**config.mk**
```make
export PLATFORM = sky130hd
export DESIGN_NAME = scnn_ip_slice_streamer
export DESIGN_NICKNAME = d
export VERILOG_FILES = /design/src/rtl/scnn_ip_slice_streamer.sv
export SDC_FILE = /design/constraint.sdc
export NUM_CORES = 2
export LEC_CHECK = 0
export ABC_AREA = 1
export BUFFER_PORTS_ARGS = -buffer_cell sky130_fd_sc_hd__buf_4
export CAP_MARGIN = 20
export CORE_AREA = 2 2 660 662
export CTS_BUF_LIST = sky130_fd_sc_hd__clkbuf_2 sky130_fd_sc_hd__clkbuf_4 sky130_fd_sc_hd__clkbuf_8
export DETAILED_ROUTE_END_ITERATION = 12
export DIE_AREA = 0 0 662 664
export HOLD_SLACK_MARGIN = 0.12
export PLACE_DENSITY = 0.42
export REMOVE_ABC_BUFFERS = 1
export SLEW_MARGIN = 20
export SYNTH_ARGS = -nofsm -noshare
export SYNTH_HDL_FRONTEND = slang
export SYNTH_SLANG_ARGS = --single-unit
```
**constraint.sdc**
```tcl
create_clock -name clk -period 15.9 [get_ports clk]
set_input_delay 1.59 -clock clk [delete_from_list [all_inputs] [get_ports clk]]
set_output_delay 1.59 -clock clk [all_outputs]
set_load 0.005 [all_outputs]
```
**src/rtl/scnn_ip_slice_streamer.sv**
```systemverilog
// rtl/scnn_ip_slice_streamer.sv - captures one compressed activation frame and streams its non-zeros slice by slice
//
// Purpose: holds a four-slice compressed frame (values, zero-run indices, per-slice
// counts) and emits PARAM_F non-zeros per beat, each tagged with its absolute dense
// coordinate rebuilt from the zero runs. Empty slices cost one silent cycle each.
//
// Ports:
//   clk, rst_n                 clock, asynchronous active-low reset
//   load_valid / load_ready    frame capture handshake (ready only in IDLE)
//   comp_arr, comp_ind         per-slice non-zero values and preceding zero-run lengths
//   inputs_per_slice           per-slice non-zero count (clamped to slice length)
//   out_valid / out_ready      output beat handshake
//   out_data, out_coord        per-lane value and dense position (0 in idle lanes)
//   out_lane_valid             per-lane valid, packed from lane 0
//   out_slice                  slice index of the current beat
//   out_slice_last             last beat of the current slice
//   out_frame_last             last beat of the frame
//   busy                       streaming in progress
module scnn_ip_slice_streamer #(
    parameter int PARAM_ISIZE = 64,
    parameter int PARAM_F     = 4
) (
    input  logic                                 clk,
    input  logic                                 rst_n,
    input  logic                                 load_valid,
    output logic                                 load_ready,
    input  logic [3:0][PARAM_ISIZE/4-1:0][15:0]  comp_arr,
    input  logic [3:0][PARAM_ISIZE/4-1:0][7:0]   comp_ind,
    input  logic [3:0][7:0]                      inputs_per_slice,
    output logic                                 out_valid,
    input  logic                                 out_ready,
    output logic [PARAM_F-1:0][15:0]             out_data,
    output logic [PARAM_F-1:0][7:0]              out_coord,
    output logic [PARAM_F-1:0]                   out_lane_valid,
    output logic [1:0]                           out_slice,
    output logic                                 out_slice_last,
    output logic                                 out_frame_last,
    output logic                                 busy
);

    localparam int         SLICE   = PARAM_ISIZE / 4;
    localparam int         SW      = (SLICE > 1) ? $clog2(SLICE) : 1;
    localparam logic [7:0] SLICE_W = 8'(SLICE);
    localparam logic [8:0] F_W     = 9'(PARAM_F);

    typedef enum logic {
        ST_IDLE,
        ST_STREAM
    } state_t;

    state_t                             state_q, state_d;
    logic [3:0][SLICE-1:0][15:0]        arr_q, arr_d;
    logic [3:0][SLICE-1:0][7:0]         ind_q, ind_d;
    logic [3:0][7:0]                    cnt_q, cnt_d;
    logic [1:0]                         s_q, s_d;
    logic [7:0]                         k_q, k_d;
    logic [7:0]                         next_pos_q, next_pos_d;

    logic [3:0][7:0]                    cnt_clamped;
    logic [7:0]                         cur_cnt;
    logic                               stream_c;
    logic                               slice_last_c;
    logic                               higher_empty;
    logic [7:0]                         acc;
    logic [7:0]                         idx;
    logic [7:0]                         last_coord;
    logic                               advance;

    always_comb begin
        for (int i = 0; i < 4; i++) begin
            cnt_clamped[i] = (inputs_per_slice[i] > SLICE_W) ? SLICE_W : inputs_per_slice[i];
        end
    end

    // Output datapath: lane coordinates are a running prefix sum of the zero runs
    // starting from next_pos, plus one position per non-zero already placed.
    always_comb begin
        cur_cnt        = cnt_q[s_q];
        stream_c       = (state_q == ST_STREAM) && (cur_cnt != 8'd0);
        slice_last_c   = ({1'b0, k_q} + F_W) >= {1'b0, cur_cnt};
        higher_empty   = 1'b1;
        for (int i = 0; i < 4; i++) begin
            if ((i > int'(s_q)) && (cnt_q[i] != 8'd0)) begin
                higher_empty = 1'b0;
            end
        end
        acc            = next_pos_q;
        idx            = '0;
        last_coord     = next_pos_q;
        out_data       = '0;
        out_coord      = '0;
        out_lane_valid = '0;
        for (int j = 0; j < PARAM_F; j++) begin
            idx = k_q + 8'(j);
            if (stream_c && (idx < cur_cnt)) begin
                acc               = acc + ind_q[s_q][idx[SW-1:0]];
                out_coord[j]      = acc + 8'(j);
                out_data[j]       = arr_q[s_q][idx[SW-1:0]];
                out_lane_valid[j] = 1'b1;
                last_coord        = acc + 8'(j);
            end
        end
        out_valid      = stream_c;
        out_slice      = s_q;
        out_slice_last = stream_c && slice_last_c;
        out_frame_last = stream_c && slice_last_c && higher_empty;
        busy           = (state_q == ST_STREAM);
        load_ready     = (state_q == ST_IDLE);
    end

    always_comb begin
        state_d    = state_q;
        arr_d      = arr_q;
        ind_d      = ind_q;
        cnt_d      = cnt_q;
        s_d        = s_q;
        k_d        = k_q;
        next_pos_d = next_pos_q;
        advance    = 1'b0;
        case (state_q)
            ST_IDLE: begin
                if (load_valid) begin
                    arr_d      = comp_arr;
                    ind_d      = comp_ind;
                    cnt_d      = cnt_clamped;
                    s_d        = 2'd0;
                    k_d        = 8'd0;
                    next_pos_d = 8'd0;
                    state_d    = ST_STREAM;
                end
            end
            ST_STREAM: begin
                if (cur_cnt == 8'd0) begin
                    // Empty slice: one silent cycle, then move on.
                    advance = 1'b1;
                end else if (out_ready) begin
                    next_pos_d = last_coord + 8'd1;
                    if (slice_last_c) begin
                        k_d     = 8'd0;
                        advance = 1'b1;
                    end else begin
                        k_d = k_q + 8'(PARAM_F);
                    end
                end
            end
            default: state_d = ST_IDLE;
        endcase
        if (advance) begin
            if (s_q == 2'd3) begin
                state_d = ST_IDLE;
                s_d     = 2'd0;
            end else begin
                s_d = s_q + 2'd1;
            end
        end
    end

    always_ff @(posedge clk or negedge rst_n) begin
        if (!rst_n) begin
            state_q    <= ST_IDLE;
            arr_q      <= '0;
            ind_q      <= '0;
            cnt_q      <= '0;
            s_q        <= '0;
            k_q        <= '0;
            next_pos_q <= '0;
        end else begin
            state_q    <= state_d;
            arr_q      <= arr_d;
            ind_q      <= ind_d;
            cnt_q      <= cnt_d;
            s_q        <= s_d;
            k_q        <= k_d;
            next_pos_q <= next_pos_d;
        end
    end

endmodule

```
# After elaboration in Yosys (flattened, before gate mapping)
# Index checks and enable logic that the tools add are counted.
# totals
register_bits	1587
input_bits	1572
# classes
n_bitwise	1
order_cmp	17
add_sub_neg	14
mux	67
eq_ne	5
reduce_logical	19
# op_table
op	n
$bmux W256 S2	1
$bmux W128 S2	1
$bmux W16 S4	4
$mux W256	1
$mux W8	25
$bmux W8 S4	4
$mux W128	1
$mux W16	8
$add A8 B2 Y8 const B	4
$add A8 B8 Y8	4
$gt A8 B5 Y1 const B	4
$lt A8 B8 Y1	4
$pmux W8 S2	2
$reduce_bool A8 Y1	4
$add A8 B1 Y8 const B	3
$lt A4 B5 Y1 const B	4
$bmux W8 S2	1
$mux W1	15
$logic_and A1 B1 Y1	10
$add A8 B3 Y9 const B	1
$ge A9 B8 Y1	1
$add A8 B3 Y8 const B	1
$logic_not A8 Y1	1
$mux W2	4
11 further kinds	15

# Depth between registers and ports, before layout
# logic_depth
ltp_word	17
mapped_depth	48
mapped_depth_nobuf	44

# Least setup slack after synthesis
# Ideal clock, no wire load.
# synth_path
path_kind	register to output
startpoint	register s_q[1], in the netlist out_slice[1]
endpoint	output out_coord[31] (netlist bit)
path_slack_ns	7.723
t_arrival_ns	6.587
stages_incl_launch_ff	44
t_required_ns	14.310
path_cell_list	dfrtp_1 > inv_1 > buf_4 > buf_2 > clkbuf_1 > buf_2 > clkbuf_1 > clkbuf_1 > o21ai_0 > o221ai_1 > nand3_1 > nand3_1 > ha_1 > a21oi_1 > nand2_1 > or2_2 > nand3_1 > o21ai_0 > [... 8 more ...] > inv_1 > xor2_1 > inv_1 > nand2_1 > o21ai_0 > ha_1 > ha_1 > inv_1 > o21bai_1 > nand2_1 > nand2_1 > a21oi_1 > xnor2_1 > inv_1 > nand3_1 > nand2_1 > nand2_1 > inv_1
# synth_rtl
element	line	source
from (decl)	55	logic [1:0] s_q, s_d;
from (signal assigned)	164	s_q <= '0;
from (signal assigned)	172	s_q <= s_d;
to (decl)	33	output logic [PARAM_F-1:0][7:0] out_coord,

==> impl_results.md <==
- Status: complete, no violations
- Chip width: 662 microns
- Crit. Startpoint: out_slice[0]
- Register-to-Register Path Depth: 40
- DR DRC count: 0
- CP Class: reg2out
- Clk_skew: 83.4 ps
- CTS tree: done
- Initial antenna violation count: 111
- Largest net degree at the start of global routing: ~220
- Global-route wire length before repair: 586 mm
- Cts-stage hold buffer count: 0
- Grt total ovfl: 0
- Post-synth cell types: 57
- Final period utilization: 0.695
- WP data arrival: between 9000 and 10000 ps
- Hold Path Sink: ind_q[377]
- Total global-route track usage: 0.187
- Maximum fanout along the worst path: 215
- Hold path depth: 2
- Critical Path Start Type: register
- Postcts setup bufs: 0
- Final WL: 427 mm
- Hold Path Origin: ind_q[377]
- Min-delay worst type: reg2reg
- Worst r2r src: out_slice[0]
- Htree depth: 5
- DR iter-0 viols: 5499
- Number of clock sinks: 1585
- Routability Congestion: around 0.83
- Cell Area, Synth: 75700 sq um
- Max_cap viols: 0
- Post-Synthesis Cells: 10000
- DP Wirelength: 314 mm
- CP dominant cell by count: nand2_1
- DIE HEIGHT: 664 microns
- Worst Max-Slew Pin Slew: ~1100 ps
- Vias in the first global route: around 75000
- Total number of vias: 74200
- Sequential area share after synthesis: 0.524
- Final TNS setup: 0 ps
- Fin area: 101000 sq um
- Proportion of layout cells with a drive suffix above 1: 0.209
- Yosys top cell area share: 0.524
- Core area: 433000 sq um
- PostCTS Resize Cnt: 0
- Clk slew on worst S/H paths: about 60 ps
- FP Rows: 242
- Placed Instance Area: 94200 sq um
- Critical Path End Type: output port
- Reg2reg setup slack: 7330 ps
- Rel. slew slack: 0.271
- Initial Utilization: 0.175
- Max Clk Rate: 0.0905 GHz
- Clock Tree Root: clkbuf_8
- Crit-path slowest cell: dfrtp_4
- Area growth syn-to-layout: 33.7%
- Die area: 440000 sq um
- R2r endpoint: next_pos_q[7]
- Via/cell ratio: about 4.2
- # setup viols final: 0
- Post-route ant nets: 0
- Yosys reg bits: 1585
- Hold Vio Cnt, Final: 0
- Nets: 13100
- Synth top area cells: dfrtp_1 52%, nand2_1 27%, a21oi_1 3.5%
- Unrepaired setup endpoints after global routing: false
- Routed length per instance: 24.4 microns
- Max-slew violation count: 0
- Post-layout minimum cycle time: 11050 ps
- Yosys warnings: 0
- Io pins: about 1700
- Synth area leader: dfrtp_1
- Slowest stage delay, CP: 770 ps
- Clk Latency, worst-skew pair: 1060 ps
- Port Buf Inserts: 1678
- Drt pass-1 iters: 5
- Num CTS Buffers: 318
- Clock buffer depth: 4
- Worst EP required: roughly 14000 ps
- Mapped Avg Cell Area: around 7.5 sq um
==> cell families (layout without fill, tap and decap cells) <==
family,count (synthesis),in the layout,share of synthesized area
adder cells (fa/ha/maj),65,65,0.0111
AND/OR/NAND/NOR,6182,6182,0.312
XOR/XNOR,26,26,0.00301
buffers and inverters,828,2522,0.0431
AO/OA/AOI/OAI,1349,1349,0.107
other,0,58,0
flip-flops,1585,1585,0.524
==> layout by cell type, fill, tap and decap left out, types with 8 or more instances in the layout <==
master / n
o21ai_0: 351
a221oi_1: 18
o311ai_0: 79
dfrtp_1: 1581
buf_12: 15
a32o_1: 20
nand4_1: 14
or2_2: 9
o22ai_1: 75
clkbuf_8: 396
o221ai_1: 17
clkinv_2: 26
inv_1: 136
nor2_1: 534
clkbuf_4: 103
buf_4: 1804
a22oi_1: 170
xor2_1: 18
nand3_1: 142
a211oi_1: 47
diode_2: 58
xnor2_1: 8
nand2_2: 13
o211ai_1: 9
ha_1: 61
inv_8: 10
a21oi_1: 523
nand2_1: 5428
==> worst max-delay path, delay by kind of cell, from the launching register on <==
family                   cells  cell delay (ps)
adder cells (fa/ha/maj)      6             2120
flip-flops                   1              770
AND/OR/NAND/NOR             12             1240
AO/OA/AOI/OAI                8             1470
XOR/XNOR                     4              930
buffers and inverters        9             1640
==> area by class of cell <==
cell class	instances	area, sq um
diodes	58	145
flip-flops and latches	1585	39700
clock buffers	499	6220
fillers	48800	332000
well taps	5734	7170
clock inverters	56	624
inverters	147	616
repair buffers	1820	13900
multi-input cells	7622	32800
==> flip-flops by register name, summed over array words and instances, names as in the netlist <==
signal and cells:
arr_q 1024, ind_q 512, out_slice 2, cnt_q 32, next_pos_q 8, k_q 6, busy 1
==> through the flow <==
| stage | hold WS [ps] | std cells | setup slack, ps | util |
|---|---|---|---|---|
| after floorplan | 441 | 9354 | -101250 | - |
| after global placement | 457 | 16900 | 5970 | 0.218 |
| after detailed placement | 460 | 16900 | 5980 | 0.218 |
| after CTS | 375 | 17500 | 4670 | 0.233 |
| after global routing | 430 | 17500 | 4000 | 0.234 |
| final | 472 | 17500 | 4850 | 0.234 |
==> Yosys cell counts, drive strengths merged <==
library cell,number
o21bai,4
a31oi,4
nor3,10
clkbuf,546
a32o,20
nor4,2
nand2,5445
o32ai,1
or2,12
a2111oi,1
or3,2
o221ai,17
a21oi,523
a22oi,170
o211a,1
xor2,18
nand3b,2
nand3,146
nor3b,1
inv,147
o211ai,12
o21ai,362
a221oi,20
nand4,14
a22o,1
nor2,544
ha,61
xnor2,8
a211oi,50
or4,4
o311ai,82
o31ai,1
buf,135
o21a,2
a311oi,1
dfrtp,1585
fa,4
o22ai,75
o2111ai,1
a21o,1
==> routing by layer <==
metal,vias up,part of all wire,wire (microns),track usage
met4,44,0.036,15300,0.0757
met3,614,0.054,23200,0.0349
met1,36400,0.42,180000,0.235
met2,2164,0.49,208000,0.314
li1,35000,-,-,-
met5,-,0.00068,289,0
==> worst max path at each step <==
stage	end	cells after the start	slack, ps
after floorplan	k_q[2]	5	-101250
after global placement	out_coord[31]	39	5970
after detailed placement	out_coord[31]	39	5980
after CTS	out_coord[31]	39	4670
after global routing	out_coord[31]	39	4000
final	out_coord[31]	39	4850
Power is not shown: default switching activity piles up to over one toggle a cycle in this logic, so the estimate is an artifact.
